## config.mk

```make
export PLATFORM = sky130hd
export DESIGN_NAME = store_buffer
export DESIGN_NICKNAME = d
export VERILOG_FILES = /design/src/rtl/store_buffer_pkg.sv /design/src/rtl/store_buffer_fwd_match.sv /design/src/rtl/store_buffer.sv
export SDC_FILE = /design/constraint.sdc
export NUM_CORES = 1
export LEC_CHECK = 0
export CAP_MARGIN = 25
export CORE_UTILIZATION = 51
export DETAILED_ROUTE_END_ITERATION = 6
export GPL_ROUTABILITY_DRIVEN = 1
export PLACE_DENSITY = 0.85
export SETUP_SLACK_MARGIN = 0.2
export SLEW_MARGIN = 20
export SYNTH_ARGS = -nofsm -noshare
export SYNTH_HDL_FRONTEND = slang
export SYNTH_HIERARCHICAL = 1
export SYNTH_SLANG_ARGS = --single-unit
```

## constraint.sdc

```tcl
create_clock -name clk -period 3.27 [get_ports clk]
set_clock_uncertainty 0.15 [all_clocks]
set_input_delay 0.4905 -clock clk [delete_from_list [all_inputs] [get_ports clk]]
set_output_delay 0.4905 -clock clk [all_outputs]
set_load 0.1 [all_outputs]
```

## src/rtl/store_buffer_pkg.sv

```systemverilog
// Shared types and constants for the store buffer: FSM states, the entry
// layout {word address, data} and the pointer-width helper.
package sb_pkg;

  // Entry widths; store_buffer's AW/DW parameters default to these and must match.
  localparam int SB_AW = 32;
  localparam int SB_DW = 32;

  typedef enum logic {
    SB_RUN  = 1'b0,
    SB_SYNC = 1'b1
  } sb_state_e;

  typedef struct packed {
    logic [SB_AW-3:0] waddr;
    logic [SB_DW-1:0] data;
  } sb_entry_t;

  // Head/tail pointer width for a power-of-two depth.
  function automatic int SB_PTR_W(input int depth);
    return (depth > 1) ? $clog2(depth) : 1;
  endfunction

endpackage

```

## src/rtl/store_buffer_fwd_match.sv

```systemverilog
// Load-forwarding comparators with youngest-match priority over the valid
// window [head, head+count). Compiled only when STORE_BUFFER_FWD_EN is defined.
`ifdef STORE_BUFFER_FWD_EN
module sb_fwd_match
  import sb_pkg::*;
#(
  parameter int DEPTH = 4,
  parameter int PW    = SB_PTR_W(DEPTH)
) (
  input  sb_entry_t        entries [DEPTH],
  input  logic [PW-1:0]    head,
  input  logic [PW:0]      count,
  input  logic [SB_AW-3:0] ld_waddr,
  output logic             hit,
  output logic [SB_DW-1:0] data
);

  // Walk entries oldest to youngest; a later match overrides an earlier one.
  always_comb begin
    logic [PW-1:0] idx;
    hit  = 1'b0;
    data = '0;
    idx  = head;
    for (int i = 0; i < DEPTH; i++) begin
      idx = head + PW'(i);
      if (((PW+1)'(i) < count) && (entries[idx].waddr == ld_waddr)) begin
        hit  = 1'b1;
        data = entries[idx].data;
      end
    end
  end

endmodule
`endif

```

## src/rtl/store_buffer.sv

```systemverilog
// Write-side store buffer: circular FIFO of word stores draining to data
// memory over mem_we/mem_ack, with a RUN/SYNC drain state machine.
// Optional load forwarding is compiled in with `define STORE_BUFFER_FWD_EN.
module store_buffer
  import sb_pkg::*;
#(
  parameter int DEPTH = 4,
  parameter int AW    = SB_AW,
  parameter int DW    = SB_DW
) (
  input  logic                   clk,
  input  logic                   rst,
  input  logic                   st_valid,
  input  logic [AW-1:0]          st_addr,
  input  logic [DW-1:0]          st_data,
  output logic                   st_ready,
  input  logic [AW-1:0]          ld_addr,
  output logic                   ld_hit,
  output logic [DW-1:0]          ld_data,
  input  logic                   sync_req,
  output logic                   sync_done,
  output logic                   mem_we,
  output logic [AW-1:0]          mem_addr,
  output logic [DW-1:0]          mem_wdata,
  input  logic                   mem_ack,
  output logic [$clog2(DEPTH):0] count
);

  localparam int PW = SB_PTR_W(DEPTH);
  localparam int CW = PW + 1;

  sb_state_e     state_q, state_d;
  logic [PW-1:0] head_q, head_d;
  logic [PW-1:0] tail_q, tail_d;
  logic [CW-1:0] count_q, count_d;
  sb_entry_t     entry_q [DEPTH];
  sb_entry_t     entry_d;
  sb_entry_t     head_e;
  logic          enq, deq;

  // Address low bits are byte offsets within the word and are never used.
  logic unused_addr_bits;
  assign unused_addr_bits = ^{st_addr[1:0], ld_addr[1:0]};

  assign enq    = st_valid && st_ready;
  assign deq    = mem_we && mem_ack;
  assign head_e = entry_q[head_q];

  // Pointer and occupancy next-state; a dequeue can only happen when count > 0.
  always_comb begin
    head_d  = deq ? head_q + 1'b1 : head_q;
    tail_d  = enq ? tail_q + 1'b1 : tail_q;
    count_d = count_q + CW'(enq) - CW'(deq);
    entry_d = '{waddr: st_addr[AW-1:2], data: st_data};
  end

  // Control state: async active-low reset clears pointers, count and FSM.
  always_ff @(posedge clk or negedge rst) begin
    if (!rst) begin
      state_q <= SB_RUN;
      head_q  <= '0;
      tail_q  <= '0;
      count_q <= '0;
    end else begin
      state_q <= state_d;
      head_q  <= head_d;
      tail_q  <= tail_d;
      count_q <= count_d;
    end
  end

  // Entry storage is data only and is not reset; occupancy qualifies it.
  always_ff @(posedge clk) begin
    if (enq) entry_q[tail_q] <= entry_d;
  end

  // FSM next state: a sampled sync_req enters SYNC, which exits once empty.
  always_comb begin
    state_d = state_q;
    case (state_q)
      SB_RUN:  if (sync_req) state_d = SB_SYNC;
      SB_SYNC: if (count_q == '0) state_d = SB_RUN;
      default: state_d = SB_RUN;
    endcase
  end

  // FSM outputs depend on registered state only, never on st_valid/mem_ack/sync_req.
  always_comb begin
    st_ready  = (state_q == SB_RUN) && (count_q != CW'(DEPTH));
    sync_done = (state_q == SB_SYNC) && (count_q == '0);
  end

  // Drain port presents the head entry; zeroed while the buffer is empty.
  always_comb begin
    mem_we    = (count_q != '0);
    mem_addr  = mem_we ? {head_e.waddr, 2'b00} : '0;
    mem_wdata = mem_we ? head_e.data : '0;
    count     = count_q;
  end

`ifdef STORE_BUFFER_FWD_EN
  sb_fwd_match #(
    .DEPTH (DEPTH),
    .PW    (PW)
  ) u_fwd (
    .entries  (entry_q),
    .head     (head_q),
    .count    (count_q),
    .ld_waddr (ld_addr[AW-1:2]),
    .hit      (ld_hit),
    .data     (ld_data)
  );
`else
  assign ld_hit  = 1'b0;
  assign ld_data = '0;
`endif

endmodule

```

Word-level counts from Yosys, hierarchy flattened
Memories as Yosys holds them, arrays and structs flattened.
Cells that the tools add are included.
- flip-flop bits (word level): 8
- bits in writable memories: 248
- bits of input ports: 101
- output and inout bits: 103
- word-level logic and storage cells: 24
- memories kept: 1
- memory list (name ; words ; width ; rd ports ; clocked after Yosys merged registers in ; write ports ; line ; source):
    entry_q ; 4 ; 62 ; 1 ; 0 ; 1 ; store_buffer.sv:36 ; sb_entry_t entry_q [DEPTH];
- $add $sub $neg: 4
- equal/unequal tests: 1
- mux-type cells: 7
- bitwise operators: 1
- reduce and logical (&&, ||, !) cells: 6
- operator list (kind ; number):
    32-bit 2-to-1 mux ; 2
    2-bit by 1-bit adder with 2-bit output, second input constant ; 2
    1-bit logical AND ; 4
    1-bit 2-to-1 mux ; 4
    3-bit by 1-bit adder with 3-bit output ; 1
    3-bit logical NOT ; 1
    3-bit != test, second input constant ; 1
    3-bit nonzero test ; 1
    3-bit by 1-bit subtractor with 3-bit output ; 1
    1-bit one-hot mux with 2 select lines ; 1
    1-bit inverter ; 1

Longest topological paths before layout
Gate-level depths: netlist of run 1.
- word-level depth: 5
- depth in mapped cells: 10
- mapped depth without buffers: 10

Worst setup path after synthesis of run 1
Ideal clock, no wire load.
- kind: flip-flop to output port
- start: reg count_q[1] (netlist: count[1])
- end: out mem_wdata[16]
- data arrival time: 3.081 ns
- data required time: 2.629 ns
- setup slack: -0.452 ns
- stages on the path, launching flop included: 4
- path buffers: 1
- cell sequence: dfrtp_1 or3_1 clkbuf_1 and2_1
- longest elaborated chain between the ends: 2
- ends and longest elaborated chain (what ; line ; source):
    start: declaration ; store_buffer.sv:35 ; logic [CW-1:0] count_q, count_d;
    start signal: assignment ; store_buffer.sv:68 ; count_q <= count_d;
    3-bit nonzero test ; store_buffer.sv:95 ; mem_we = (count_q != '0);
    named net mem_we ; store_buffer.sv:22 ; output logic mem_we,
    32-bit 2-to-1 mux ; store_buffer.sv:97 ; mem_wdata = mem_we ? head_e.data : '0;
    end: declaration ; store_buffer.sv:24 ; output logic [DW-1:0] mem_wdata,
The timed path passes the listed nets, and every way through them passes these cells.

Worst setup path in the final report of run 1
- start: reg count_q[1] (netlist: count[1])
- end: out mem_wdata[25]
- longest elaborated chain between the ends: 2
- ends and longest elaborated chain (what ; line):
    3-bit nonzero test ; store_buffer.sv:95
    32-bit 2-to-1 mux ; store_buffer.sv:97
Every way passes these cells.

==> flow_summary.toml, run 1 <==
[cells_and_area]
layout.nets = 735
fin_cells = 911
syn2layout_area_growth_pct = 29.7
fill_cells = 1218
drive_above_1_share_pct = 31.5

[global_route]
grt_pass1_wl_um = 28300
antenna_found_initial = 1
grt_max_degree = 66
grt_pass1_vias = 5093
track_usage_pct = 19.0
gr-total-overflow = 0

[sta]
rsz0062_at_grt = "no"
fin_setup_tns_ns = 0
post-route-min-period_ns = 2.89
fmax_mhz = 346
drv_slew = 0
hold_viol = 0
fin_ws_ns = 0.383
min_period_over_period_pct = 88.3
final-setup-viol-count = 0

[drt]
ant_nets = 0
drt-pass1-iter-count = 4
wl_um = 19000
vias_per_cell = 5.26
vias = 4796
wl_per_cell_um = 20.8
drt_iter0_drc = 272
drcViolationCount = 0

[clocking]
cts_tree = "built"
clock_path_buffers = 3
cts_buffers = 25
clkTransAtPathRegs_ns = 0.06
cts_sinks = 256
cts_root_buf = "clkbuf_16"
h-tree-depth = 1
insertion_delay_ns = 0.51

[synthesis]
ys_ff_latch = 256
synth-edff-count = 248
synth_top_area_share_pct = 73.3
synth_ff_type = "edfxtp_1"
seq_area_frac_synth_pct = 75.3
async_reset_ff_share_pct = 3.13
netlist_area_um2 = 10200
synth.most_common_cell = "edfxtp_1"
synth_warnings = 6
synth_top_area_cell = "edfxtp_1"
yosys-top-cells-count = "edfxtp_1 (248), and2_1 (67), mux4_2 (58)"
synth_area_per_cell_um2 = 21.6
syn_inst = 471
synthTopCellsByArea = "edfxtp_1 (73%), mux4_2 (13%), and2_1 (4.1%), buf_4 (2.6%), dfrtp_1 (2.0%)"
synth_cell_types = 23

[worst_setup_path]
crit_path_max_fanout = 65
worstPathRequired_ns = 2.63
arrival_ns = 2.25
crit_type = "register to primary output"
cp-end-kind = "primary output"
start_kind = "register"

[floorplan]
die_w_um = 143
die_area_um2 = 20500
die_y_um = 143
initial_core_util_pct = 52.0
rows = 51
num_io_pins = 204
core_um2 = 19500

[worst_hold_path]
hold_class = "input pin to asynchronous set/reset pin"

[place]
portBuffers = 134
preCtsSetupSlack_ns = 0.477
globalplace.congestion = 0.733
dp_hpwl_um = 11400
placed_cells = 861

[outcome]
run_status = "completed"

[run]
cap_viol_max_count = 0
[kinds of logic (layout without fill, tap and decap cells)]
kind of cell | after synthesis | count (layout) | share of synthesized area, %
fa+ha+maj | 7 | 7 | 0.936
xor+xnor | 5 | 5 | 0.431
buf+inv | 63 | 203 | 4.75
mux | 63 | 63 | 14.0
compound gates | 2 | 2 | 0.135
simple gates | 74 | 74 | 4.45
other cells | 1 | 36 | 0.0369
flops | 256 | 256 | 75.3
[placed cells by master (no fill, tap or decap)]
cell type	n
a21oi_2	2
and2_1	55
and2_2	8
and2_4	4
buf_12	68
buf_4	16
buf_6	1
bufinv_16	4
clkbuf_16	25
clkdlybuf4s50_1	66
clkinv_1	4
clkinv_2	11
clkinv_4	1
conb_1	35
dfrtp_1	6
dfrtp_4	2
diode_2	1
edfxtp_1	248
fa_1	1
ha_1	6
inv_1	7
mux2_2	1
mux4_1	4
mux4_2	58
nand2b_1	1
nand3_1	1
nor2_1	3
nor2_2	1
or3_2	1
xnor2_1	4
xor2_1	1
[through the flow]
step / util [%] / instance area (µm²) / hold WS [ns]
6_report: 67.5 / 13200 / 0.125
5_1_grt: 67.5 / 13200 / 0.132
4_1_cts: 67.5 / 13200 / 0.110
3_5_place_dp: 63.0 / 12300 / 0.421
3_3_place_gp: 63.0 / 12300 / 0.391
2_1_floorplan: - / 10300 / 0.0449
[state kept, by name (all words and copies together), names as in the netlist]
signal,cells
head_q,2
tail_q,2
entry_q,248
count,3
state_q,1
[layer usage]
| metal | part of all wire [%] | track usage, % | up-vias |
|---|---|---|---|
| li1 | - | - | 2108 |
| met1 | 38 | 21.8 | 2475 |
| met2 | 55 | 35.9 | 181 |
| met3 | 5.1 | 3.62 | 32 |
| met4 | 2.2 | 5.60 | 0 |
| met5 | 0 | 0 | - |
[area by class of cell]
class / instances / area [µm²] / share of cell area, %
Clock inverter: 20 / 199 / 1.51
Clock buffer: 25 / 626 / 4.75
Multi-Input combinational cell: 186 / 2190 / 16.6
Timing Repair Buffer: 151 / 2150 / 16.3
Tap cell: 265 / 332 / 2.52
Sequential cell: 256 / 7650 / 58.1
Antenna cell: 1 / 2.50 / 0.0190
Inverter: 7 / 26.3 / 0.199
[path summary, 6_finish.rpt]
path | from | to | slack [ns] | cells past startpoint
hold reg to reg | count[0]$_DFF_PN0_ | count[0]$_DFF_PN0_ | 0.44 | 1
setup / recovery | count[1]$_DFF_PN0_ | mem_wdata[25] | 0.38 | 4
hold / removal | rst | count[2]$_DFF_PN0_ | 0.12 | 1
min in group clk | count[0]$_DFF_PN0_ | count[0]$_DFF_PN0_ | 0.44 | 1
max in group asynchronous | rst | head_q[0]$_DFFE_PN0P_ | 2.53 | 1
setup reg to reg | count[1]$_DFF_PN0_ | count[2]$_DFF_PN0_ | 0.58 | 9
[repair_timing]
item,in CTS,in global routing
resized for setup,0,1
setup endpoints to repair,31,2
buffers inserted,4,0
hold buffers,0,0
[worst max-delay path, cell delays in order, from the launching register on]
cell and delay [ns]:
dfrtp_1 0.46, or3_2 0.52, buf_6 0.27, and2_1 0.23, buf_4 0.24
Power of run 1 is left out: the tool's default activity adds up to more than one toggle a clock period on the data nets, which glitch-free logic cannot reach.
==> run 2: changes to the inputs <==
CORE_ASPECT_RATIO = 1.5   (was default)
clock period = 3.22 ns   (was 3.27 ns; I/O delays follow)
==> flow_summary.toml, run 2 (synthesis results as in run 1) <==
[global_route]
antenna_found_initial = 0
grt_pass1_wl_um = 28200
gr-total-overflow = 0
grt_max_degree = 66
grt_pass1_vias = 5253
track_usage_pct = 18.6

[sta]
drv_slew = 0
rsz0062_at_grt = "no"
post-route-min-period_ns = 2.88
final-setup-viol-count = 0
fin_setup_tns_ns = 0
hold_viol = 0
fmax_mhz = 347
min_period_over_period_pct = 89.5

[worst_setup_path]
r2r_start = "count[1]$_DFF_PN0_"
start_kind = "register"
cpMaxStageDelayCell = "mux4_1"
crit_type = "register to primary output"
crit_chain = "buf_6, mux4_1, and2_1, buf_4"
cp_top_family = "multiplexers"
path_buf_inv = 2
arrival_ns = 2.25
crit_path_max_fanout = 22
critPathMaxStageDelay_ns = 0.59
cp-end-kind = "primary output"
worstPathRequired_ns = 2.59
setup.worst_path.start = "head_q[0]$_DFFE_PN0P_"

[drt]
wl_per_cell_um = 20.5
highest_layer = "met4"
wl_met2_um = 10300
ant_nets = 0
vias = 4741
routedLengthMet1_um = 6570
vias_per_cell = 5.30
drt_iter0_drc = 316
drt-pass1-iter-count = 4
met3_length_um = 1060
drcViolationCount = 0
wl_um = 18300

[clocking]
cts_sinks = 256
insertion_delay_ns = 0.50
clock_path_buffers = 3
h-tree-depth = 1
hold_buffers = 0
postCtsSetupBuffers = 0
cts_buffers = 23
cts_resized = 1
clkTransAtPathRegs_ns = 0.07
cts_root_buf = "clkbuf_16"
cts_tree = "built"

[worst_hold_path]
hold_class = "input pin to asynchronous set/reset pin"

[cells_and_area]
fill_cells = 1239
n_antenna_cell = 0
layout.nets = 731
largest-register = "entry_q"
syn2layout_area_growth_pct = 24.5
largest_register_ffs = 248
multi_input_area_um2 = 2190
drive_above_1_share_pct = 30.1
final_cell_mix = "edfxtp_1 (248), clkdlybuf4s50_1 (66), mux4_2 (58), and2_1 (55), buf_12 (41)"
final_common_cell = "edfxtp_1"
ff_latch_area_um2 = 7650

[floorplan]
num_io_pins = 204
initial_core_util_pct = 52.6
die_area_um2 = 20500
die_y_um = 175
rows = 62
core_um2 = 19300
die_w_um = 117

[place]
portBuffers = 134
globalplace.congestion = 0.692
dp_hpwl_um = 11500

[outcome]
run_status = "completed"

[run]
cap_viol_max_count = 0
-- run 2: cell count changes in the layout (fill, tap and decap cells not counted), sizes merged --
cell,change
buf,-2
clkinvlp,+4
bufinv,-4
inv,+1
clkinv,-5
clkbuf,-1
diode,-1
-- run 2: final timing paths --
path | slack (ns) | end | cells past startpoint
setup / recovery | 0.34 | mem_wdata[31] | 4
hold / removal | 0.13 | state_q$_DFF_PN0_ | 1
setup reg to reg | 0.55 | count[2]$_DFF_PN0_ | 9
hold reg to reg | 0.42 | count[2]$_DFF_PN0_ | 1
max in group asynchronous | 2.46 | head_q[0]$_DFFE_PN0P_ | 1
min in group clk | 0.40 | state_q$_DFF_PN0_ | 3
-- run 2: layout make-up --
class,count,share of cell area [%]
clock buffer,24,4.58
clock inverter,16,0.672
inverter,7,0.208
multi-input combinational,186,17.3
sequential,256,60.5
tap,256,2.53
timing repair buffer,149,14.3
-- run 2: layer usage --
layer  GRT usage [%]  vias to the layer above
li1                -                     2093
met1            21.4                     2423
met2            34.6                      194
met3            3.30                       31
met4            5.27                        0
met5               0                        -
-- run 2: worst register-to-register path, stage by stage, from the launching register on --
cell,delay [ns]
dfrtp_1,0.44
or3_2,0.52
and2_1,0.21
ha_1,0.29
inv_1,0.08
ha_1,0.13
inv_1,0.05
fa_1,0.40
xnor2_1,0.20
xnor2_1,0.14
-- run 2: stage by stage --
| stage | cell area, µm² | worst slack (ns) | cells | utilization [%] | hold WS [ns] |
|---|---|---|---|---|---|
| 4_1_cts | 12600 | 0.209 | 894 | 65.5 | 0.118 |
| 3_5_place_dp | 12000 | 0.457 | 854 | 62.0 | 0.420 |
| 2_1_floorplan | 10300 | 0.00537 | 505 | - | 0.0374 |
| 6_report | 12700 | 0.339 | 894 | 65.5 | 0.129 |
| 5_1_grt | 12700 | 0.234 | 894 | 65.5 | 0.127 |
| 3_3_place_gp | 12000 | 0.546 | 854 | 62.0 | 0.387 |
Power of run 2 is left out for the same reason.
